[src/rtl/seq_tx_pkg.sv]
// Shared types for the serial pattern transmitter: FSM state encoding and default idle level.
package seq_tx_pkg;

    typedef enum logic [1:0] {
        IDLE,
        SHIFT,
        GAP,
        DONE
    } state_t;

    localparam logic IDLE_BIT_DEFAULT = 1'b0;

endpackage

[src/rtl/pattern_shreg.sv]
// Loadable left-shift register; exposes the MSB it will hold after this edge so the
// parent can register the serial output in step with the shift.
module pattern_shreg #(
    parameter int PAT_W = 4
) (
    input  logic             clk,
    input  logic             rst,
    input  logic             load_i,
    input  logic             shift_i,
    input  logic [PAT_W-1:0] data_i,
    output logic             msbNext_o
);

    logic [PAT_W-1:0] shreg_q;
    logic [PAT_W-1:0] shreg_d;

    // Load wins over shift so a reload on the last bit of a repetition never shifts.
    always_comb begin
        shreg_d = shreg_q;
        if (load_i) begin
            shreg_d = data_i;
        end else if (shift_i) begin
            shreg_d = {shreg_q[PAT_W-2:0], 1'b0};
        end
    end

    always_ff @(posedge clk or posedge rst) begin
        if (rst) begin
            shreg_q <= '0;
        end else begin
            shreg_q <= shreg_d;
        end
    end

    assign msbNext_o = shreg_d[PAT_W-1];

endmodule

[src/rtl/seq_pattern_tx.sv]
// Serial bit-pattern transmitter: sends a captured pattern MSB-first a requested number of
// times, with an optional one-cycle idle gap between repetitions, then pulses done.
module seq_pattern_tx
    import seq_tx_pkg::*;
#(
    parameter int   PAT_W    = 4,
    parameter int   REP_W    = 4,
    parameter logic IDLE_BIT = IDLE_BIT_DEFAULT
) (
    input  logic             clk,
    input  logic             rst,
    input  logic             req_valid,
    output logic             req_ready,
    input  logic [PAT_W-1:0] req_pattern,
    input  logic [REP_W-1:0] req_reps,
    input  logic             req_gap_en,
    output logic             o,
    output logic             o_valid,
    output logic             done
);

    localparam int CNT_W = $clog2(PAT_W);
    localparam logic [CNT_W-1:0] BIT_LAST = CNT_W'(PAT_W - 1);

    state_t           state_q, state_d;
    logic [CNT_W-1:0] bitCnt_q, bitCnt_d;
    logic [REP_W-1:0] repCnt_q, repCnt_d;
    logic [PAT_W-1:0] pattern_q, pattern_d;
    logic             gapEn_q, gapEn_d;
    logic             o_q, o_d;
    logic             oValid_q, oValid_d;
    logic             done_q, done_d;

    logic             shLoad;
    logic             shShift;
    logic [PAT_W-1:0] shLoadVal;
    logic             shNextMsb;

    pattern_shreg #(
        .PAT_W(PAT_W)
    ) u_shreg (
        .clk      (clk),
        .rst      (rst),
        .load_i   (shLoad),
        .shift_i  (shShift),
        .data_i   (shLoadVal),
        .msbNext_o(shNextMsb)
    );

    // Outputs are computed from the next state so they can be registered without adding latency.
    always_comb begin
        state_d   = state_q;
        bitCnt_d  = bitCnt_q;
        repCnt_d  = repCnt_q;
        pattern_d = pattern_q;
        gapEn_d   = gapEn_q;
        shLoad    = 1'b0;
        shShift   = 1'b0;
        shLoadVal = pattern_q;

        case (state_q)
            IDLE: begin
                if (req_valid) begin
                    pattern_d = req_pattern;
                    gapEn_d   = req_gap_en;
                    if (req_reps == '0) begin
                        state_d = DONE;
                    end else begin
                        state_d   = SHIFT;
                        shLoad    = 1'b1;
                        shLoadVal = req_pattern;
                        bitCnt_d  = BIT_LAST;
                        repCnt_d  = req_reps;
                    end
                end
            end
            SHIFT: begin
                if (bitCnt_q == '0) begin
                    if (repCnt_q == REP_W'(1)) begin
                        state_d = DONE;
                    end else begin
                        repCnt_d = repCnt_q - REP_W'(1);
                        if (gapEn_q) begin
                            state_d = GAP;
                        end else begin
                            shLoad   = 1'b1;
                            bitCnt_d = BIT_LAST;
                        end
                    end
                end else begin
                    shShift  = 1'b1;
                    bitCnt_d = bitCnt_q - CNT_W'(1);
                end
            end
            GAP: begin
                state_d  = SHIFT;
                shLoad   = 1'b1;
                bitCnt_d = BIT_LAST;
            end
            DONE: begin
                state_d = IDLE;
            end
            default: begin
                state_d = IDLE;
            end
        endcase

        oValid_d = (state_d == SHIFT);
        o_d      = oValid_d ? shNextMsb : IDLE_BIT;
        done_d   = (state_d == DONE);
    end

    always_ff @(posedge clk or posedge rst) begin
        if (rst) begin
            state_q   <= IDLE;
            bitCnt_q  <= '0;
            repCnt_q  <= '0;
            pattern_q <= '0;
            gapEn_q   <= 1'b0;
            o_q       <= IDLE_BIT;
            oValid_q  <= 1'b0;
            done_q    <= 1'b0;
        end else begin
            state_q   <= state_d;
            bitCnt_q  <= bitCnt_d;
            repCnt_q  <= repCnt_d;
            pattern_q <= pattern_d;
            gapEn_q   <= gapEn_d;
            o_q       <= o_d;
            oValid_q  <= oValid_d;
            done_q    <= done_d;
        end
    end

    assign req_ready = (state_q == IDLE) && !rst;
    assign o         = o_q;
    assign o_valid   = oValid_q;
    assign done      = done_q;

endmodule
[config.mk]
export PLATFORM = sky130hd
export DESIGN_NAME = seq_pattern_tx
export DESIGN_NICKNAME = d
export VERILOG_FILES = /design/src/rtl/seq_tx_pkg.sv /design/src/rtl/pattern_shreg.sv /design/src/rtl/seq_pattern_tx.sv
export SDC_FILE = /design/constraint.sdc
export NUM_CORES = 1
export LEC_CHECK = 0
export CORE_ASPECT_RATIO = 1.1
export CORE_MARGIN = 5
export CORE_UTILIZATION = 30
export CTS_CLUSTER_DIAMETER = 120
export CTS_CLUSTER_SIZE = 10
export DETAILED_ROUTE_END_ITERATION = 16
export GPL_TIMING_DRIVEN = 0
export MAX_ROUTING_LAYER = met4
export PLACE_DENSITY_LB_ADDON = 0.12
export SETUP_SLACK_MARGIN = 0.4
export SLEW_MARGIN = 20
export SYNTH_ARGS = -nofsm -noshare
export SYNTH_HDL_FRONTEND = slang
export SYNTH_SLANG_ARGS = --single-unit
export TNS_END_PERCENT = 30
[constraint.sdc]
create_clock -name clk -period 1.9 [get_ports clk]
set_input_delay 0.19 -clock clk [delete_from_list [all_inputs] [get_ports clk]]
set_output_delay 0.19 -clock clk [all_outputs]
set_load 0.05 [all_outputs]
==> results of run 1 <==
-- cell type report --
cell class / instances / area, µm²
timing repair buffer: 28 / 250.2
sequential: 19 / 476.7
tap: 36 / 45.04
fill: 327 / 1879
clock inverter: 1 / 5.005
inverter: 7 / 26.28
buffer: 3 / 26.28
multi-input combinational: 65 / 571.8
clock buffer: 3 / 22.52
-- report_power, final --
group          switching (W)  total, W  internal [W]
registers           0.000131  0.000729      0.000598
clock network       0.000130  0.000208     0.0000784
logic               0.000705   0.00137      0.000662
total               0.000966   0.00230       0.00134
-- registers in the layout, summed over array words and instances (netlist names) --
register and count:
bitCnt_q 2, done 1, gapEn_q 1, o 1
o_valid 1, pattern_q 4, repCnt_q 4, state_q 2
u_shreg.shreg_q 3
-- metal layers --
layer / track usage, % / vias up / part of all wire (%)
met5: - / - / 0
met4: 3.226 / 0 / 1.0
met3: 2.063 / 4 / 2.1
met2: 16.99 / 10 / 52
met1: 12.97 / 388 / 45
li1: - / 395 / -
-- through the flow --
step / setup TNS, ps / hold WS, ps / setup slack (ps) / power [W]
detailed placement: -361.8 / 482.5 / -71.39 / 0.001793
floorplan: 0 / 141.1 / 334.4 / 0.001539
global route: 0 / 439.3 / 230.9 / 0.002495
CTS: 0 / 391.8 / 259.6 / 0.002171
global placement: -340.7 / 479.8 / -67.92 / 0.001772
finish: 0 / 351.4 / 267.1 / 0.002305
-- synthesized netlist by cell type, types with 2 or more instances --
library cell,n
dfrtp_1,19
mux2i_1,10
inv_1,7
o21ai_0,7
nor2_1,6
a21oi_1,5
mux2_2,5
nand2_1,4
ha_1,3
nor3_1,3
buf_6,2
o22ai_1,2
-- cells by family (layout without fill, tap and decap cells) --
kind of cell             Yosys count  count (layout)  synth area share, %
multiplexers                      15              15                15.43
adder cells (fa/ha/maj)            3               3                3.704
XOR/XNOR                           1               1               0.8644
flip-flops                        19              19                46.91
buffers and inverters             10              42                5.185
AND/OR/NAND/NOR                   25              25                14.45
AO/OA/AOI/OAI                     21              21                13.46
-- final timing paths --
check                                      to  slack, ps  cells past startpoint
hold reg to reg                             o        500                      2
hold / removal                     state_q[0]        350                      2
setup / recovery           u_shreg.shreg_q[0]        270                      6
min in group clk                  repCnt_q[1]        420                      3
max in group asynchronous          state_q[1]       1050                      2
setup reg to reg           u_shreg.shreg_q[0]        270                      6
-- critical path, stage by stage, from the launching register on --
cell and delay (ps):
dfrtp_1 440, ha_4 170, nor3b_4 140, buf_6 130
o41ai_4 330, o21ai_4 160, mux2i_1 150
-- what timing repair did --
item,4_1_cts,5_1_grt
pin swaps,3,6
endpoints found under the setup margin,18,22
buffers inserted,9,4
resized for setup,16,9
==> results.json, run 1 <==
{
  "rsz0062_at_grt": "yes",
  "postCtsHoldBufs": 0,
  "min_period_over_period_pct": 85.94,
  "viasPerCell": 4.920,
  "portBuffers": 15,
  "dr_total_vias": 797,
  "crit_path_end_kind": "flop",
  "ys_types": 33,
  "cts_sinks": 19,
  "n_antenna_cell": 0,
  "ys.flop_type": "dfrtp_1",
  "dieHeight_um": 70.96,
  "r2r-start": "repCnt_q[0]",
  "hold_class": "in -> async",
  "startpoint_type": "flop",
  "required_ps": 2090,
  "die_area_um2": 4642,
  "clockBufferDepth": 2,
  "grt_antenna_before_repair": 0,
  "maxCapViolCount": 0,
  "ys_async_sr_fraction_pct": 100.0,
  "gp_congestion": 0.7729,
  "routedWlPerCell_um": 14.06,
  "finClkSkew_ps": 0.7479,
  "drtPass1Iterations": 4,
  "cts_inserted_buffers": 3,
  "drt_iter0_markers": 29,
  "nets": 142,
  "status": "finished, final reports clean",
  "final_util_pct": 43.11,
  "clkLatencyLatePin_ps": 300,
  "syn2layout_area_growth_pct": 40.49,
  "fin_crit_ps": 1633,
  "routed_wl_um": 2278,
  "grt_usage_pct": 10.43,
  "yosysWarningCount": 0,
  "syn_area_um2": 1013,
  "htree_levels": 1,
  "slew_headroom_pct": 51.59,
  "route.detailed.drc": 0,
  "grt_max_degree": 20,
  "cts_tree": "yes",
  "drtAntennaViolNets": 0,
  "avgSynthCellArea_um2": 10.78,
  "cts_root_buffer": "clkbuf_4",
  "final_cell_mix": "dfrtp_1 (18), buf_4 (12), mux2i_1 (10), clkdlybuf4s50_1 (9)",
  "cp_data_arrival_time_ps": 1820,
  "grt_pass1_vias": 803,
  "ys_ff_latch": 19,
  "synth_edf_count": 0,
  "critPathLaunch": "repCnt_q[0]",
  "synth_top_cell_area_share_pct": 46.91,
  "hold_viol_final": 0,
  "final_common_cell": "dfrtp_1",
  "grt_pass1_wl_um": 3719,
  "slew_violations": 0,
  "dp.cells": 145,
  "pin_count": 16,
  "fmax_ghz": 0.6124,
  "critPathMaxFanout": 7,
  "crit_type": "reg -> reg",
  "vdd_drop_max_v": 0.0005820,
  "power.density_nw_per_um2": 1619,
  "drive_above_1_share_pct": 32.54,
  "start_util_pct": 30.68,
  "place_area_um2": 1221,
  "row_count": 22,
  "instances_no_fill": 162,
  "synth_area_leaders": "dfrtp_1 (47%), mux2i_1 (9.9%), mux2_2 (5.6%), ha_1 (3.7%), o21ai_0 (3.5%)",
  "grt_overflow_total": 0,
  "setup_viol": 0,
  "worst_pin_slew_ps": 725.4,
  "yosysTopAreaCell": "dfrtp_1",
  "power.static_leakage_nw": 0.6476,
  "core_um2": 3303,
  "netlist_instances": 94,
  "final_area_um2": 1424,
  "die_x_um": 65.42,
  "clk_pin_slew_ps": 110,
  "ys_seq_area_share_pct": 46.91,
  "synth_fp_nets": 109,
  "dp_hpwl_um": 1460
}
Power figures use the tool's default switching activity.
==> run 2: changes to the inputs <==
- CORE_UTILIZATION: 30 -> 46
==> results.json, run 2 (synthesis results as in run 1) <==
{
  "dp.cells": 137,
  "routed_wl_um": 2011,
  "cts_inserted_buffers": 3,
  "drive_above_1_share_pct": 27.50,
  "final_common_cell": "dfrtp_1",
  "drt_iter0_markers": 8,
  "viasPerCell": 5.182,
  "finClkSkew_ps": 5.464,
  "die_area_um2": 3243,
  "gp_congestion": 0.8483,
  "finalSetupTns_ps": 0,
  "crit_type": "reg -> reg",
  "dr_total_vias": 767,
  "regToRegSetupSlack_ps": 250,
  "m1WireLength_um": 927,
  "grt_usage_pct": 15.15,
  "hold_viol_final": 0,
  "r2r-start": "state_q[0]",
  "vdd_drop_max_v": 0.0008606,
  "min_period_over_period_pct": 87.02,
  "worst_pin_slew_ps": 723.5,
  "grt_pass1_vias": 729,
  "drtAntennaViolNets": 0,
  "htree_levels": 1,
  "maxCapViolCount": 0,
  "postCtsHoldBufs": 0,
  "drtPass1Iterations": 4,
  "clk_pin_slew_ps": 110,
  "final_cell_mix": "dfrtp_1 (18), mux2i_1 (10), clkdlybuf4s50_1 (8), buf_4 (7)",
  "n_antenna_cell": 0,
  "instances_no_fill": 148,
  "grt_overflow_total": 0,
  "cp_data_arrival_time_ps": 1840,
  "final_util_pct": 65.49,
  "cts_root_buffer": "clkbuf_4",
  "n_fill_cell": 180,
  "slew_violations": 0,
  "grt_antenna_before_repair": 0,
  "clkLatencyLatePin_ps": 300,
  "portBuffers": 15,
  "hold_class": "in -> async",
  "fin_crit_ps": 1653,
  "r2r-end": "u_shreg.shreg_q[2]",
  "route.detailed.drc": 0,
  "nets": 136,
  "rsz0062_at_grt": "yes",
  "slew_headroom_pct": 51.71,
  "crit_path_end_kind": "flop",
  "dp_hpwl_um": 1353,
  "start_util_pct": 49.12,
  "dieHeight_um": 59.23,
  "grt_max_degree": 20,
  "core_um2": 2063,
  "power.static_leakage_nw": 0.6156,
  "syn2layout_area_growth_pct": 33.33,
  "wl_met2_um": 964,
  "setup_viol": 0,
  "required_ps": 2090,
  "row_count": 17,
  "hold_slack_ps": 338.2,
  "cts_sinks": 19,
  "startpoint_type": "flop",
  "grt_pass1_wl_um": 3394,
  "fmax_ghz": 0.6048,
  "reg_top3": "pattern_q (4), repCnt_q (4), u_shreg.shreg_q (3)",
  "power.density_nw_per_um2": 1607,
  "routedWlPerCell_um": 13.59,
  "status": "finished, final reports clean",
  "highest_layer": "met4",
  "worst_r2r_path_depth": 6,
  "critPathMaxFanout": 5,
  "met3RoutedLength_um": 84,
  "clockBufferDepth": 2,
  "cts_tree": "yes",
  "pin_count": 16,
  "die_x_um": 54.76
}
[run 2: timing repair]
action | in CTS | in global routing
endpoints found under the hold margin | 0 | 0
gates cloned | 0 | 0
pin swaps | 3 | 1
resized for setup | 18 | 4
endpoints found under the setup margin | 18 | 21
buffers inserted | 5 | 2
[run 2: cell type report]
type	instances	area [µm²]	share of cell area [%]
timing repair buffer	22	203.9	15.09
sequential	19	476.7	35.28
tap	28	35.03	2.593
multi-input combinational	65	555.5	41.11
clock inverter	1	5.005	0.3704
buffer	3	26.28	1.944
inverter	7	26.28	1.944
clock buffer	3	22.52	1.667
[run 2: worst max path at each step]
stage / from / endpoint / slack (ps) / cells after the start
floorplan: state_q[0] / repCnt_q[0] / 330 / 6
global placement: req_reps[1] / repCnt_q[3] / -40 / 5
detailed placement: req_reps[1] / repCnt_q[3] / -90 / 5
CTS: o / o / 260 / 1
global route: state_q[0] / u_shreg.shreg_q[2] / 180 / 6
finish: state_q[0] / u_shreg.shreg_q[2] / 250 / 6
[run 2: metal layers]
| metal | GRT usage, % | vias to the layer above |
|---|---|---|
| li1 | - | 385 |
| met1 | 20.29 | 364 |
| met2 | 21.96 | 13 |
| met3 | 3.023 | 5 |
| met4 | 6.406 | 0 |
| met5 | - | - |
[run 2: worst max-delay path, cell delays in order (launching register included)]
cell	delay [ps]
dfrtp_1	400
buf_6	120
or3b_4	360
buf_6	140
nor2_4	180
mux2i_1	240
mux2i_1	90
[run 2: power by group]
group	total, W	leakage [nW]	internal, W	switching [W]
clock network	0.000209	0.0177	0.0000786	0.000131
registers	0.000725	0.225	0.000598	0.000127
logic	0.00124	0.373	0.000584	0.000653
total	0.00217	0.616	0.00126	0.000910
[run 2: per-stage QoR]
step                      worst slack, ps  power (W)  area, µm²
after floorplan                     334.4   0.001539       1026
after global placement             -40.61   0.001747       1211
after detailed placement           -94.14   0.001778       1211
after CTS                           257.7   0.002142       1326
after global routing                181.1   0.002356       1351
final                               246.5   0.002171       1351
